===== config.mk =====
export PLATFORM = sky130hd
export DESIGN_NAME = led_fade_pwm
export DESIGN_NICKNAME = d
export VERILOG_FILES = /design/src/rtl/led_fade_pwm.sv
export SDC_FILE = /design/constraint.sdc
export NUM_CORES = 1
export LEC_CHECK = 0
export ABC_AREA = 1
export ABC_CLOCK_PERIOD_IN_PS = 5170
export CAP_MARGIN = 20
export CORE_ASPECT_RATIO = 1.2
export CORE_MARGIN = 5
export CORE_UTILIZATION = 33
export CTS_BUF_LIST = sky130_fd_sc_hd__clkbuf_16
export CTS_CLUSTER_SIZE = 8
export DETAILED_ROUTE_END_ITERATION = 10
export GPL_TIMING_DRIVEN = 0
export HOLD_SLACK_MARGIN = 0.1
export SLEW_MARGIN = 10
export SYNTH_ARGS = -nofsm -noshare
export SYNTH_HDL_FRONTEND = slang
export SYNTH_SLANG_ARGS = --single-unit

===== constraint.sdc =====
create_clock -name sys_clk -period 5.17 [get_ports sys_clk]
set_clock_uncertainty 0.15 [all_clocks]
set_input_delay 1.2925 -clock sys_clk [delete_from_list [all_inputs] [get_ports sys_clk]]
set_output_delay 1.2925 -clock sys_clk [all_outputs]
set_load 0.02 [all_outputs]

===== src/rtl/led_fade_pwm.sv =====
// LED comet-tail stage: lit channels snap to full brightness, released ones fade out via per-channel PWM.
// Optional LED_FADE_GAMMA_EN squares the brightness level for perceptual correction.
module led_fade_pwm #(
    parameter int PWM_BITS  = 8,
    parameter int DECAY_DIV = 52941
) (
    input  logic       sys_clk,
    input  logic       btn_A,
    input  logic [5:0] led_in,
    input  logic       fade_en,
    output logic [5:0] led_out
);

    localparam logic [PWM_BITS-1:0] MAX      = '1;
    localparam logic [PWM_BITS-1:0] ONE      = PWM_BITS'(1);
    localparam logic [PWM_BITS-1:0] PWM_LAST = MAX - ONE;
    localparam int                  DW       = (DECAY_DIV > 1) ? $clog2(DECAY_DIV) : 1;
    localparam logic [DW-1:0]       DECAY_LAST = DW'(DECAY_DIV - 1);
    localparam logic [DW-1:0]       DECAY_ONE  = DW'(1);

    logic [PWM_BITS-1:0] pwm_cnt;
    logic [DW-1:0]       decay_cnt;
    logic                decay_tick;
    logic [PWM_BITS-1:0] level [6];
    logic [PWM_BITS-1:0] eff   [6];

    assign decay_tick = (decay_cnt == DECAY_LAST);

    // Free-running PWM and decay prescaler; both ignore fade_en.
    always_ff @(posedge sys_clk or negedge btn_A) begin
        if (!btn_A) begin
            pwm_cnt   <= '0;
            decay_cnt <= '0;
        end else begin
            pwm_cnt   <= (pwm_cnt == PWM_LAST) ? '0 : pwm_cnt + ONE;
            decay_cnt <= decay_tick ? '0 : decay_cnt + DECAY_ONE;
        end
    end

    // A lit input wins over a coincident decay tick; levels saturate at zero.
    always_ff @(posedge sys_clk or negedge btn_A) begin
        if (!btn_A) begin
            for (int i = 0; i < 6; i++) level[i] <= '0;
        end else begin
            for (int i = 0; i < 6; i++) begin
                if (!led_in[i])
                    level[i] <= MAX;
                else if (decay_tick && (level[i] != '0))
                    level[i] <= level[i] - ONE;
            end
        end
    end

`ifdef LED_FADE_GAMMA_EN
    logic [2*PWM_BITS-1:0] sq [6];

    always_comb begin
        for (int i = 0; i < 6; i++) begin
            sq[i]  = {{PWM_BITS{1'b0}}, level[i]} * {{PWM_BITS{1'b0}}, level[i]};
            eff[i] = (level[i] == MAX) ? MAX : sq[i][2*PWM_BITS-1:PWM_BITS];
        end
    end
`else
    always_comb begin
        for (int i = 0; i < 6; i++) eff[i] = level[i];
    end
`endif

    // Active-low pins: on while the effective brightness exceeds the PWM phase.
    always_ff @(posedge sys_clk or negedge btn_A) begin
        if (!btn_A) begin
            led_out <= 6'b111111;
        end else if (fade_en) begin
            for (int i = 0; i < 6; i++) led_out[i] <= ~(eff[i] > pwm_cnt);
        end else begin
            led_out <= led_in;
        end
    end

endmodule

; ---- Yosys cells after proc, flatten, opt, wreduce, memory -nomap -nowiden
; Index checks and enable logic that the tools add are counted.
[totals]
register_bits = 78
input_bits = 9
output_inout_bits = 6
[op_classes]
add_sub_neg = 8
n_lt_le_gt_ge = 6
n_eq_ne = 8
n_mux = 15
bitwise = 6
n_reduce_logical = 12
[ops]
columns = operator, count
row1 = 8-bit 2-to-1 mux, 13
row2 = 8-bit > comparator, 6
row3 = 8-bit nonzero test, 6
row4 = 8-bit by 1-bit subtractor with 8-bit output (second input constant), 6
row5 = 16-bit by 1-bit adder with 16-bit output (second input constant), 1
row6 = 16-bit == test (second input constant), 1
row7 = 16-bit 2-to-1 mux, 1
row8 = 2-bit by 1-bit inequality test with 1-bit output (second input constant), 6
row9 = 8-bit by 1-bit adder with 8-bit output (second input constant), 1
row10 = 8-bit == test (second input constant), 1
row11 = 1-bit logical AND, 6
row12 = 6-bit 2-to-1 mux, 1
row13 = 1-bit NOT, 6

; ---- Depth between registers and ports, before layout
; Gate-level depths: netlist (run 1).
[logic_depth]
word_depth = 4
depth_mapped = 10
mapped_depth_nobuf = 10

; ---- Least setup slack after synthesis (run 1)
; OpenSTA, ideal clock, no wires.
[synth_timing]
kind = input port to flip-flop
start = in led_in[3]
end = reg level (netlist bit eff[16])
setup_time_ps = 117
arrival_time_ps = 1963
slack_ps = 2940
path_stages = 5
path_buffers = 2
cell_sequence = clkbuf_1 -> buf_2 -> nand2_1 -> nand2_1 -> nand2_1
[synth_between]
elab_chain_cells = 1
elab_cells_between_ends = 2
cone_classes = 1 x eq/ne / 1 x mux
[synth_rtl]
columns = element, line
row1 = from (decl), 9  ; input logic [5:0] led_in,
row2 = 2-bit by 1-bit inequality test with 1-bit output (no line) / 8-bit 2-to-1 mux (equally long branches), -
row3 = "to (signal, indexed assignment)", 49  ; level[i] <= level[i] - ONE;
row4 = to (decl), 24  ; logic [PWM_BITS-1:0] level [6];
; Parallel ways exist; a longest one is shown, timed or not.
; A chain may end at the register's enable or synchronous reset.

; ---- Worst setup path after layout (run 1)
[layout_timing]
start = reg led_out[4]
end = out led_out[4]
[layout_rtl]
columns = element, line
row1 = from (decl), 11  ; output logic [5:0] led_out
row2 = from (signal assigned), 76  ; led_out <= led_in;
; No word-level cell between the ends.

==> results.md, run 1 <==
* Largest net degree at the start of global routing at 54
* Clk pin slew, worst setup/hold paths at ~0.060 ns
* WP data arrival at between 1 and 1.5 ns
* Register-to-Register Path Depth at 10
* Total CTS buffers at 9
* Layout cells sized above 1 at 0.0716
* Commonest non-fill, non-tap cells in the layout: nand2_1, nand3_1, inv_1
* Avg Inst Size Synth at between 6 and 7 µm²
* CP Buf/Inv Count at 1
* Vias/cell at between 4 and 5
* Mapped Area at 6110 µm²
* WHS Path Cells at 2
* Area grow syn2layout at 11.3%
* Num ports at 15
* Final Core Density at 0.373
* Crit Path Max Fanout at 1
* Multi-input combinational cell area at about 3600 µm²
* Status: complete, no violations
* First-pass GRT wire length at about 25 mm
* R2R Setup Slk at roughly 3.2 ns
* Max Root-Sink Buffers at 2
* Initial antenna violation count at 0
* CORE AREA at approximately 18000 µm²
* Cell Rows at 54
* Post-DR wirelength/cell at roughly 12 µm
* Startpoint Class: register
* Fillers at between 1500 and 2000
* Endpoints failing setup at 0
* GRT Overall Usage at 0.141
* Endpoint, Worst Hold: eff[40]
* Pwr per Cell Area at between 200 and 250 nW/µm²
* Worst-Margin Slew at between 0.4 and 0.5 ns
* Hold Vio Cnt, Final at 0
* Max-slew headroom at 0.669
* DRT antenna net count at 0
* Final slew viol count at 0
* RSZ-0062 raised after global routing: no
* Die height at 159 µm
* Most common cell after layout, fill and taps aside: nand2_1
* FF-to-FF Start: decay_cnt[0]
* Initial DRC Count at ~260
* Antenna Cells at 0
* # Max-Cap Violations at 0
* CTS HTree Levels at 3
* Routed vias at about 5400
* Hold Startpoint: eff[40]
* CP required at about 3.7 ns
* Fin crit share at 0.564
* # port buffers at 8
* Worst VDD drop at between 150 and 200 µV
* Post-CTS Hold Fix Bufs at 0
* Grt ovf at 0
* YS warnings at 0
* Synthesized flop and latch total at 78
* Crit. End Element: output port
* DP Wirelength at 10.3 mm
* Top Family by Delay on Critical Path: buffers and inverters
* Crit path largest cell delay at roughly 0.60 ns
* WHS at between 0.3 and 0.4 ns
* Syn Inst Count at 883
* CTS tree: done
* Root Driver: clkbuf_16
* Netlist cell types at 30
* Worst min path class: register to register
* WL final at between 10 and 15 mm
* Final min period at 2.91 ns
* Cts repair resizes at 0
* DRC viols at 0
* Mapped Nets at 956
* Vias in the first global route at roughly 5100
* Worst r2r dst: eff[1]
* Full die area at 21400 µm²
* CTS sink cnt at around 80
* Sequential fraction of the synthesis area at 0.320
* Die W at about 130 µm
* RePlAce Congestion at 0.833
* LEAKAGE at 3.66 nW
* Initial core utilization at 0.335
* Nets@finish at roughly 980
* Crit path cell chain: clkdlybuf4s50_1
* Critical path's slowest cell: clkdlybuf4s50_1
* F_max at roughly 340 MHz
* Drt pass-1 iters at 5
* Setup CP Type: register to output port
* Post-CTS setup buffer count at 0
* Area occupied by registers at approximately 2000 µm²
* Clk Latency, worst-skew pair at 0.35 ns
## power by group
part	switching, W	internal [W]	total, W
Combinational	0.000163	0.000109	0.000272
Clock	0.000257	0.000416	0.000673
Sequential	0.0000517	0.000655	0.000707
## stage by stage
stage / setup TNS (ns) / worst slack, ns / total power, W / std cells / area (µm²)
floorplan: 0 / 2.94 / 0.000906 / 883 / 6110
global placement: -30.34 / -0.428 / 0.000984 / 1115 / 6470
detailed placement: 0 / 2.33 / 0.000992 / 1116 / 6500
CTS: 0 / 2.24 / 0.00167 / 1132 / 6810
global route: 0 / 2.21 / 0.00175 / 1132 / 6810
finish: 0 / 2.26 / 0.00165 / 1132 / 6810
## synthesized netlist by cell type
cell type | count | share of area
nand4_4 | 1 | 0.0035
nor2_4 | 2 | 0.0037
nand2_2 | 2 | 0.0020
xor2_1 | 9 | 0.013
clkinv_1 | 1 | 0.00061
buf_2 | 3 | 0.0025
inv_1 | 116 | 0.071
clkinv_2 | 1 | 0.00082
nor3_1 | 5 | 0.0041
nor3b_1 | 1 | 0.0012
and2_1 | 1 | 0.0010
nor2_1 | 94 | 0.058
nor2_2 | 1 | 0.0010
a21o_1 | 12 | 0.015
nand3_4 | 5 | 0.014
dfrtp_1 | 72 | 0.29
nand4_1 | 6 | 0.0061
or2_2 | 5 | 0.0051
buf_4 | 5 | 0.0061
clkbuf_1 | 6 | 0.0037
nand3_1 | 124 | 0.10
nand3_2 | 2 | 0.0033
dfstp_2 | 6 | 0.026
nor2_8 | 2 | 0.0065
o21ai_0 | 16 | 0.013
a21oi_1 | 30 | 0.025
inv_2 | 8 | 0.0049
nand2_1 | 276 | 0.17
nand2_4 | 7 | 0.013
ha_1 | 64 | 0.13
## layer usage
layer,up-vias,track usage,wire length [µm]
met3,15,0.0215,271
met5,-,0,0
met1,2495,0.184,6840
met2,40,0.237,6800
li1,2846,-,-
met4,0,0.0505,230
## layout make-up
type                       instances  area share
buffer                            14      0.0110
clock buffer                       9      0.0331
clock inverter                     7      0.0119
inverter                         126      0.0697
multi-input combinational        665       0.530
sequential                        78       0.288
tap                              224      0.0412
timing repair buffer               9      0.0154
## state kept, by name (all words and copies together) (netlist names)
signal	flops
eff	48
decay_cnt	16
pwm_cnt	8
led_out	6
## worst reg2reg max path, cell delays in order, from the launching register on
cell and delay (ns):
dfrtp_1 0.42, inv_1 0.10, ha_1 0.21, inv_1 0.09, nor2_4 0.11, nand2_4 0.07
nor2_8 0.24, nand3_4 0.20, nand2_4 0.16, nand2_1 0.07, nand2_1 0.05
## how the worst max path moves through the flow
stage / startpoint / endpoint / slack [ns] / depth (start not counted)
3_3_place_gp: btn_A / eff[39] / -0.43 / 1
3_5_place_dp: fade_en / led_out[0] / 2.33 / 4
6_report: led_out[4] / led_out[4] / 2.26 / 1
5_1_grt: led_out[1] / led_out[1] / 2.21 / 1
4_1_cts: led_out[4] / led_out[4] / 2.24 / 1
2_1_floorplan: led_in[3] / eff[16] / 2.94 / 5
## cell families (layout without fill, tap and decap cells)
group / count (synthesis) / in the layout / synth area share
compound gates: 58 / 58 / 0.0524
xor+xnor: 9 / 9 / 0.0129
fa+ha+maj: 64 / 64 / 0.131
buf+inv: 140 / 165 / 0.0898
flops: 78 / 78 / 0.320
simple gates: 534 / 534 / 0.393
(Power assumes the default switching activity.)
==> inputs of run 2 (changes only) <==
ABC_CLOCK_PERIOD_IN_PS = 2300   (was 5170)
clock period = 2.3 ns   (was 5.17 ns; I/O delays follow)
==> run 2 against run 1 <==
Cell count about the same. Sequential share of layout area about the same. Register-to-register slack got worse by 2.9 ns. Critical path depth unchanged. Utilization increased by 0.055 points. First-iteration DRC count increased by 18%. Via count decreased by 0.24%. Non-clock buffer count increased by 1. Final area increased by 0.15%. Setup slack got worse by 2.2 ns. Combinational power increased by 130%. Largest cell class unchanged. Largest power group unchanged.
==> results.md, run 2 (synthesis gave the netlist of run 1 again) <==
* Critical path's slowest cell: clkdlybuf4s50_1
* Worst path depth at 1
* Total power at between 0.003 and 0.004 W
* CTS HTree Levels at 3
* Crit. End Element: output port
* Seq pwr share at 0.427
* # Max-Cap Violations at 0
* Largest net degree at the start of global routing at 54
* Clk Latency, worst-skew pair at ~0.35 ns
* Post-CTS setup buffer count at 0
* WHS Path Cells at 2
* DRC viols at 0
* Initial DRC Count at around 300
* Worst-Margin Slew at 0.499 ns
* Initial antenna violation count at 0
* GRT Overall Usage at 0.141
* Final Cell Area at slightly below 7000 µm²
* CTS tree: done
* Grt ovf at 0
* Comb power frac at 0.165
* Final min period at between 2 and 2.5 ns
* Antenna Cells at 0
* DRT antenna net count at 0
* Max-slew headroom at 0.667
* Pwr per Cell Area at roughly 550 nW/µm²
* Register-to-Register Path Depth at 10
* Crit path largest cell delay at ~0.6 ns
* Most common cell after layout, fill and taps aside: nand2_1
* CP Buf/Inv Count at 1
* Total CTS buffers at 9
* WL final at between 10 and 15 mm
* RSZ-0062 raised after global routing: no
* Fin crit share at 0.955
* Root Driver: clkbuf_16
* WP data arrival at approximately 1.5 ns
* CP required at roughly 1.6 ns
* Hold Vio Cnt, Final at 0
* Die height at 159 µm
* Final setup margin at 0.104 ns
* Top Family by Delay on Critical Path: buffers and inverters
* Area grow syn2layout at 11.5%
* Crit path cell chain: clkdlybuf4s50_1
* Layout cells sized above 1 at 0.0715
* Worst min path class: register to register
* Worst VDD drop at 380 µV
* Num ports at 15
* Nets@finish at approximately 980
* Post-CTS Hold Fix Bufs at 1
* Status: complete, no violations
* Cell Rows at 54
* Net Sw Frac at 0.286
* Cts repair resizes at 0
* Setup WS pre-CTS at 0.177 ns
* Vias in the first global route at 5115
* Max Used Layer: met4
* Startpoint Class: register
* Total Neg Setup Slack at 0 ns
* Setup CP Type: register to output port
* Endpoints failing setup at 0
* Initial core utilization at 0.335
* Clock power frac at 0.408
* Final slew viol count at 0
* Post-DR wirelength/cell at roughly 13 µm
* Max reg flops at 48
* Clk pin slew, worst setup/hold paths at about 0.06 ns
* F_max at approximately 460 MHz
* CTS sink cnt at 78
* Drt pass-1 iters at 5
* # port buffers at 8
* Vias/cell at ~4.8
* Met2 WL at between 6 and 7 mm
* Die W at around 130 µm
* CORE AREA at 18200 µm²
* Commonest non-fill, non-tap cells in the layout: nand2_1, nand3_1, inv_1
* First-pass GRT wire length at approximately 25 mm
* Max Root-Sink Buffers at 2
* RePlAce Congestion at 0.833
* Finished Layout Cells at 1133
* Int Power at ~0.0027 W
* Full die area at approximately 21000 µm²
* Routed vias at ~5400
* LEAKAGE at between 3 and 4 nW
* Crit Path Max Fanout at 1
* Switching power at around 0.0011 W
* Met3 wire length at between 300 and 400 µm
* Placed cell area at between 6000 and 7000 µm²
* Placed cell count at approximately 1100
* DP Wirelength at just over 10 mm
* Routed length on met1 at about 7 mm
## run 2: cell types whose count changed in the layout (fill, tap and decap cells not counted), sizes merged
cell / previous run / this run
dlygate4sd3: 0 / 1
## run 2: path summary, 6_finish.rpt
path,slack (ns),startpoint,end
setup / recovery,0.10,led_out[4],led_out[4]
hold / removal,0.34,eff[40],eff[40]
setup reg to reg,0.38,decay_cnt[0],eff[1]
hold reg to reg,0.34,eff[40],eff[40]
max in group asynchronous,0.84,btn_A,led_out[0]
min in group asynchronous,0.55,btn_A,eff[18]
## run 2: through the flow
step,hold slack [ns],utilization
after floorplan,0.129,-
after global placement,0.331,0.355
after detailed placement,0.333,0.356
after CTS,0.348,0.374
after global routing,0.386,0.374
final,0.341,0.374
## run 2: final cells by class
cell class                 count  area [µm²]
buffer                        14        75.1
multi-input combinational    665        3610
clock inverter                 7        81.3
inverter                     126         474
sequential                    78        1960
tap                          224         280
clock buffer                   9         225
fill                        1968       11400
timing repair buffer          10         115
## run 2: power groups by stage
stage          logic, W  clock network [W]  registers (W)
3_5_place_dp   0.000618                  0        0.00161
2_1_floorplan  0.000450                  0        0.00159
3_3_place_gp   0.000600                  0        0.00161
6_report       0.000612            0.00152        0.00159
4_1_cts        0.000622            0.00155        0.00159
5_1_grt        0.000728            0.00161        0.00160
## run 2: routing by layer
metal  GRT usage  vias to the layer above
met5           0                        -
li1            -                     2850
met1       0.184                     2478
met2       0.237                       40
met3      0.0218                       15
met4      0.0505                        0
==> inputs of run 3 (changes only) <==
SKIP_CTS_REPAIR_TIMING = 1   (was default)
==> results of run 3 <==
Final layout, timing and power as in run 2 (identical DEF).
Main changes from that run: via count of the first global-routing pass 5115 -> 5112; met3 usage 0.0218 -> 0.0215
